`config.mk`:
```
export PLATFORM = sky130hd
export DESIGN_NAME = shift_flat
export DESIGN_NICKNAME = d
export VERILOG_FILES = /design/src/rtl/cordic_pkg.sv /design/src/rtl/shift_if.sv /design/src/rtl/shift_stage.sv /design/src/rtl/shift.sv /design/src/flat_wrapper.sv
export SDC_FILE = /design/constraint.sdc
export NUM_CORES = 1
export LEC_CHECK = 0
export CORE_ASPECT_RATIO = 1.1
export CORE_MARGIN = 3
export CORE_UTILIZATION = 30
export DETAILED_ROUTE_END_ITERATION = 7
export GPL_ROUTABILITY_DRIVEN = 0
export PLACE_DENSITY = 0.63
export SLEW_MARGIN = 20
export SYNTH_ARGS = -nofsm -noshare
export SYNTH_HDL_FRONTEND = slang
export SYNTH_SLANG_ARGS = --single-unit
```
`constraint.sdc`:
```
create_clock -name clk -period 6.1 [get_ports clk]
set_clock_uncertainty 0.1 [all_clocks]
set_input_delay 0.915 -clock clk [delete_from_list [all_inputs] [get_ports clk]]
set_output_delay 0.915 -clock clk [all_outputs]
set_load 0.02 [all_outputs]
```
`src/rtl/cordic_pkg.sv`:
```
// Shared CORDIC datapath definitions: word width, shift-amount width and the signed word type.
package cordic_pkg;
    localparam int CORDIC_W = 32;
    localparam int AMT_W    = 5;

    typedef logic signed [CORDIC_W-1:0] word_t;
endpackage

```
`src/rtl/shift_if.sv`:
```
// Operand/result bundle for the shift unit. valid/ready semantics: in_valid qualifies A/amt
// at a rising edge; out_valid qualifies Y; there is no ready, so the unit never stalls.
interface shift_if
    import cordic_pkg::*;
#(
    parameter int N = CORDIC_W
);
    logic                   in_valid;
    logic signed [N-1:0]    A;
    logic [AMT_W-1:0]       amt;
    logic                   out_valid;
    logic signed [N-1:0]    Y;

    modport master (output in_valid, A, amt, input out_valid, Y);
    modport slave  (input in_valid, A, amt, output out_valid, Y);
endinterface

```
`src/rtl/shift_stage.sv`:
```
// One barrel-shifter stage: arithmetic right shift by SH when en is set, sign fill when SH >= N.
module shift_stage #(
    parameter int N  = 32,
    parameter int SH = 1
) (
    input  logic                en,
    input  logic signed [N-1:0] d,
    output logic signed [N-1:0] q
);
    generate
        if (SH >= N) begin : g_fill
            assign q = en ? {N{d[N-1]}} : d;
        end else begin : g_shift
            assign q = en ? (d >>> SH) : d;
        end
    endgenerate
endmodule

```
`src/rtl/shift.sv`:
```
// Registered arithmetic right shift (Y = A >>> amt), one-cycle latency.
// Define SHIFT_ROUND_EN for round-half-up instead of truncation.
module shift
    import cordic_pkg::*;
#(
    parameter int N = CORDIC_W
) (
    input  logic   clk,
    input  logic   rst,
    shift_if.slave bus
);
    logic signed [N-1:0] stage [0:AMT_W];
    logic signed [N-1:0] result;

    assign stage[0] = bus.A;

    generate
        for (genvar k = 0; k < AMT_W; k++) begin : g_stage
            shift_stage #(
                .N  (N),
                .SH (1 << k)
            ) u_stage (
                .en (bus.amt[k]),
                .d  (stage[k]),
                .q  (stage[k+1])
            );
        end
    endgenerate

`ifdef SHIFT_ROUND_EN
    // Round bit is the last bit shifted out, A[amt-1]; zero for amt = 0 or amt > N.
    logic [N-1:0] a_pre;
    logic         round_bit;

    always_comb begin
        a_pre     = bus.A >> (bus.amt - 5'd1);
        round_bit = 1'b0;
        if (bus.amt != '0 && int'(bus.amt) <= N) begin
            round_bit = a_pre[0];
        end
        result = stage[AMT_W] + $signed({{(N-1){1'b0}}, round_bit});
    end
`else
    assign result = stage[AMT_W];
`endif

    always_ff @(posedge clk) begin
        if (rst) begin
            bus.Y         <= '0;
            bus.out_valid <= 1'b0;
        end else begin
            bus.out_valid <= bus.in_valid;
            if (bus.in_valid) begin
                bus.Y <= result;
            end
        end
    end
endmodule

```
`src/flat_wrapper.sv`:
```
// flat-port wrapper written by rule: the top's interface ports become plain ports
module shift_flat import cordic_pkg::*;
#(
    parameter int N = CORDIC_W
)
  (clk, rst, bus_in_valid, bus_A, bus_amt, bus_out_valid, bus_Y);
  shift_if #(.N(N)) bus_i ();
  input  logic clk;
  input  logic rst;
  input wire logic [$bits(bus_i.in_valid)-1:0] bus_in_valid;
  input wire logic [$bits(bus_i.A)-1:0] bus_A;
  input wire logic [$bits(bus_i.amt)-1:0] bus_amt;
  output wire logic [$bits(bus_i.out_valid)-1:0] bus_out_valid;
  output wire logic [$bits(bus_i.Y)-1:0] bus_Y;
  assign bus_i.in_valid = bus_in_valid;
  assign bus_i.A = bus_A;
  assign bus_i.amt = bus_amt;
  assign bus_out_valid = bus_i.out_valid;
  assign bus_Y = bus_i.Y;
  shift #(.N(N)) u_core (.clk(clk), .rst(rst), .bus(bus_i));
endmodule
```
==> results.yml, run 1 <==
drt:
  routed_wl_mm: 8.727
  vias: 2873
  drc_errors: 0
  firstDrtPassIters: 5
  routedWlPerCell_um: 17.56
  drtAntennaViolNets: 0
  drt_iter0_drc: 279
  viasPerCell: 5.781
timing:
  setup_viol: 0
  grt_setup_unrepaired: "false"
  post-route-min-period_ns: 3.314
  period_share_pct: 54.34
  finalMaxSlewViolations: 0
  worstMarginPinSlew_ns: 1.134
  slew_headroom_pct: 24.13
  fmax_ghz: 0.3017
  hold_violations: 0
  tns_ns: 0
  timing.final.ws_setup_ns: 2.786
clock_tree:
  cts.clk_slew.worst_paths_ns: 0.06
  cts_buffer_depth: 2
  cts_hold_buf: 0
  htree_levels: 2
  cts_resized: 0
  cts_made_buffers: 5
  clk_latency_ns: 0.28
  clockRootBuffer: "clkbuf_8"
  post_cts_buffers: 0
  clock-sinks: 33
  cts_tree: "yes"
synthesis:
  synth_cell_types: 54
  synth_top_cells_by_area: "dfxtp_1, mux4_2, mux2i_1"
  ys_ff_latch: 33
  synthFlopType: "dfxtp_1"
  synth_edf_count: 0
  syn_avg_cell_area_um2: 9.479
  synthDominantCellAreaShare_pct: 21.58
  yosys_warnings: 0
  synth_cells: 323
  postSynth.asyncResetShare_pct: 0
  seq_area_frac_synth_pct: 21.58
  syn-num-nets: 363
  syn-cell-area_um2: 3062
  yosysTopAreaCell: "dfxtp_1"
placement:
  numPortBuffers: 72
  placed_cells: 489
  dp_hpwl_mm: 6.757
  post-place-ws_ns: 1.992
floorplan:
  io_pins: 73
  placementRows: 38
  die_area_um2: 11460
  fp.coreArea_um2: 9889
  chipWidth_um: 102.3
  fp.dieH_um: 112.0
  start_util_pct: 30.96
pwr:
  power_leakage_nw: 1.395
  irDropWorstVdd_uv: 66.61
  powerDensity_nw_per_um2: 176.8
run:
  max_cap_viol_count: 0
layout:
  multi_input_area_um2: 2198
  fin_cells: 497
  area_growth_pct: 25.58
  fillers: 1043
  layout.nets: 416
  layout_commonest_cell: "clkdlybuf4s50_1"
  layout_common_cells: "clkdlybuf4s50_1, nor2_1, dfxtp_1, mux2i_1, nand2_1"
  drive_above_1_share_pct: 13.26
  antenna_cells: 0
  seq_area_um2: 660.6
grt:
  grt_pass1_vias: 2712
  antenna_found_initial: 0
  grt_pass1_wl_mm: 13.87
  grt_max_degree: 49
  grt_overflow: 0
  gr-usage-all-layers_pct: 15.00
setup_path:
  critPathMaxStageDelay_ns: 0.79
  setup.worst_path.class: "primary input to register"
  path_cells: "clkdlybuf4s50_1, mux4_1, mux2_4, mux4_2, mux2i_1, nor2_1"
  worst_setup_path_end_kind: "register"
  crit_arrival_ns: 3.34
  cp.required_ns: 6.12
  startpoint_type: "primary input"
  slowest_stage: "clkdlybuf4s50_1"
  cp_max_fo: 20
worst_hold_path:
  hold_path.class: "register to register"
run_status:
  outcome: "finished, final reports clean"
-- area by class of cell --
class | instances | share of cell area [%]
clock buffer | 7 | 1.985
clock inverter | 1 | 0.1952
inverter | 6 | 0.6183
multi-input combinational | 255 | 57.18
sequential | 33 | 17.18
tap | 120 | 3.905
timing repair buffer | 75 | 18.94
-- state kept, by name, summed over array words and instances, names as in the netlist --
signal and flops:
u_core.bus.Y 32, u_core.bus.out_valid 1
-- power breakdown --
| part | total [mW] | switching, mW | internal (mW) |
|---|---|---|---|
| Clock | 0.158 | 0.0772 | 0.0806 |
| Sequential | 0.243 | 0.0103 | 0.233 |
| Combinational | 0.279 | 0.142 | 0.136 |
-- cells in the mapped netlist, types with 7 or more instances --
library cell,n
clkbuf_1,9
a21oi_1,14
dfxtp_1,33
mux2_2,11
nor3_1,12
mux2_1,8
nor2b_1,8
a22oi_1,7
nand2_1,25
buf_2,11
nor2_1,36
mux4_2,22
o21ai_0,9
mux2i_1,30
-- routing by layer --
metal / vias up / track usage [%] / part of all wire, %
met5: - / 0 / 0
met4: 0 / 4.374 / 1.5
met3: 12 / 2.381 / 7.3
met2: 118 / 23.49 / 47
met1: 1387 / 21.26 / 44
li1: 1356 / - / -
-- critical path: cells and delay by family --
family	cells	cell delay (ns)
mux	4	1.58
buf+inv	1	0.79
simple gates	1	0.05
-- through the flow --
stage	hold slack (ns)	power (mW)	utilization, %	area (um^2)
CTS	0.3707	0.6822	38.93	3850
global placement	0.3626	0.5232	38.08	3766
global route	0.3902	0.7158	38.88	3845
finish	0.3614	0.6797	38.88	3845
floorplan	0.4301	0.4253	-	3062
detailed placement	0.3618	0.5257	38.08	3766
-- kinds of logic after synthesis --
group                  after synthesis  share of synthesized area (%)
buffers and inverters               35                          6.620
DFF                                 33                          21.58
muxes                               78                          38.62
AOI/OAI and AO/OA                   84                          19.70
and+or+nand+nor                     93                          13.49
-- path summary, 6_finish.rpt --
check	end	cells past startpoint	start	slack [ns]
setup / recovery	u_core.bus.Y[8]$_SDFFE_PP0P_	6	bus_A[31]	2.79
hold / removal	u_core.bus.Y[26]$_SDFFE_PP0P_	2	u_core.bus.Y[26]$_SDFFE_PP0P_	0.36
setup reg to reg	u_core.bus.Y[2]$_SDFFE_PP0P_	4	u_core.bus.Y[2]$_SDFFE_PP0P_	4.96
hold reg to reg	u_core.bus.Y[26]$_SDFFE_PP0P_	2	u_core.bus.Y[26]$_SDFFE_PP0P_	0.36
Note: power is estimated with default switching activity, not from simulation.
==> run 2, diff against run 1 <==
- clock period: 6.1 -> 3.38 ns (I/O delays scaled with it)
==> run 2 against run 1 <==
Wire length up 3.7%. Final cell count increased by 2.2%. Sequential power increased by 80%.
==> results.yml, run 2 (synthesized netlist as in run 1, its figures left out) <==
layout:
  drive_above_1_share_pct: 15.98
  antenna_cells: 0
  layout_common_cells: "clkdlybuf4s50_1, nor2_1, dfxtp_1, mux2i_1, nand2_1"
  finish.utilization_pct: 39.94
  fillers: 1015
  layout_commonest_cell: "clkdlybuf4s50_1"
  stdcell_area_um2: 3950
  layout.nets: 427
  area_growth_pct: 29.02
  reg.largest.list: "u_core.bus.Y: 32 flops, u_core.bus.out_valid: 1 flops"
  largest_register: "u_core.bus.Y"
  seq_area_um2: 660.6
  fin_cells: 508
  multi_input_area_um2: 2198
  largest_register_ffs: 32
drt:
  drtAntennaViolNets: 0
  viasPerCell: 5.720
  vias: 2906
  routedWlPerCell_um: 17.81
  routed_wl_mm: 9.050
  firstDrtPassIters: 5
  drc_errors: 0
  drt_iter0_drc: 267
clock_tree:
  clock-sinks: 33
  cts_hold_buf: 0
  clockRootBuffer: "clkbuf_8"
  cts.clk_slew.worst_paths_ns: 0.07
  cts_buffer_depth: 2
  htree_levels: 2
  clk_latency_ns: 0.28
  cts_made_buffers: 5
  post_cts_buffers: 0
  cts_tree: "yes"
  cts_resized: 0
run_status:
  outcome: "finished, final reports clean"
setup_path:
  setup.worst_path.class: "primary input to register"
  r2r.worst_path.cells: 3
  startpoint_type: "primary input"
  r2r_end: "u_core.bus.Y[4]$_SDFFE_PP0P_"
  cp_max_fo: 24
  crit_start: "bus_amt[0]"
  worst_setup_path_end_kind: "register"
  regToRegSetupSlack_ns: 2.25
  crit_arrival_ns: 2.68
  cp.required_ns: 3.43
  r2r_start: "u_core.bus.Y[4]$_SDFFE_PP0P_"
  crit_end: "u_core.bus.Y[4]$_SDFFE_PP0P_"
placement:
  placed_cells: 500
  dp_hpwl_mm: 7.233
  numPortBuffers: 72
  postPlaceCellArea_um2: 3849
grt:
  grt_max_degree: 31
  grt_overflow: 0
  grt_pass1_wl_mm: 14.44
  grt_pass1_vias: 2866
  antenna_found_initial: 0
  gr-usage-all-layers_pct: 15.59
timing:
  worstMarginPinSlew_ns: 0.7299
  hold_violations: 0
  post-route-min-period_ns: 2.633
  period_share_pct: 77.91
  tns_ns: 0
  grt_setup_unrepaired: "false"
  slew_headroom_pct: 51.19
  fmax_ghz: 0.3798
  finalMaxSlewViolations: 0
  setup_viol: 0
run:
  max_cap_viol_count: 0
pwr:
  power_leakage_nw: 1.463
  powerDensity_nw_per_um2: 324.0
  p_total_mw: 1.280
  irDropWorstVdd_uv: 132.6
floorplan:
  fp.coreArea_um2: 9889
  start_util_pct: 30.96
  io_pins: 73
  die_area_um2: 11460
  chipWidth_um: 102.3
  fp.dieH_um: 112.0
  placementRows: 38
worst_hold_path:
  hold_path.class: "register to register"
-- run 2: how the worst min path moves through the flow --
stage	cells past startpoint	slack, ns	startpoint	endpoint
final	2	0.36	u_core.bus.Y[28]$_SDFFE_PP0P_	u_core.bus.Y[28]$_SDFFE_PP0P_
after detailed placement	2	0.36	u_core.bus.Y[28]$_SDFFE_PP0P_	u_core.bus.Y[28]$_SDFFE_PP0P_
after global placement	2	0.36	u_core.bus.Y[17]$_SDFFE_PP0P_	u_core.bus.Y[17]$_SDFFE_PP0P_
after global routing	2	0.39	u_core.bus.Y[26]$_SDFFE_PP0P_	u_core.bus.Y[26]$_SDFFE_PP0P_
after floorplan	2	0.43	u_core.bus.Y[26]$_SDFFE_PP0P_	u_core.bus.Y[26]$_SDFFE_PP0P_
after CTS	2	0.37	u_core.bus.Y[28]$_SDFFE_PP0P_	u_core.bus.Y[28]$_SDFFE_PP0P_
-- run 2: critical path, cell delays in order --
cell	delay, ns
buf_2	0.46
buf_4	0.34
mux4_2	0.54
mux2_1	0.31
a22oi_1	0.23
o221ai_1	0.16
nor2b_1	0.14
-- run 2: final cells by class --
cell class / count / share of cell area [%]
clock buffers: 7 / 2.439
well taps: 120 / 3.801
flip-flops and latches: 33 / 16.72
inverters: 6 / 0.6018
multi-input cells: 255 / 55.65
repair buffers: 86 / 20.65
clock inverters: 1 / 0.1267
-- run 2: where the power goes --
group	switching [mW]	internal, mW
clock	0.143	0.184
sequential	0.0179	0.420
combinational	0.260	0.254
-- run 2: metrics by stage --
step | hold slack (ns) | worst slack, ns
after floorplan | 0.4301 | 1.067
after global placement | 0.3574 | 0.5080
after detailed placement | 0.3574 | 0.4666
after CTS | 0.3667 | 0.7610
after global routing | 0.3938 | 0.5808
final | 0.3633 | 0.7468
-- run 2: routing by layer --
layer	vias up	GRT usage [%]	share of wire [%]
met1	1386	22.30	46
met2	124	24.32	46
met5	-	0	0
met3	18	1.692	5.9
met4	0	5.337	2.5
li1	1378	-	-
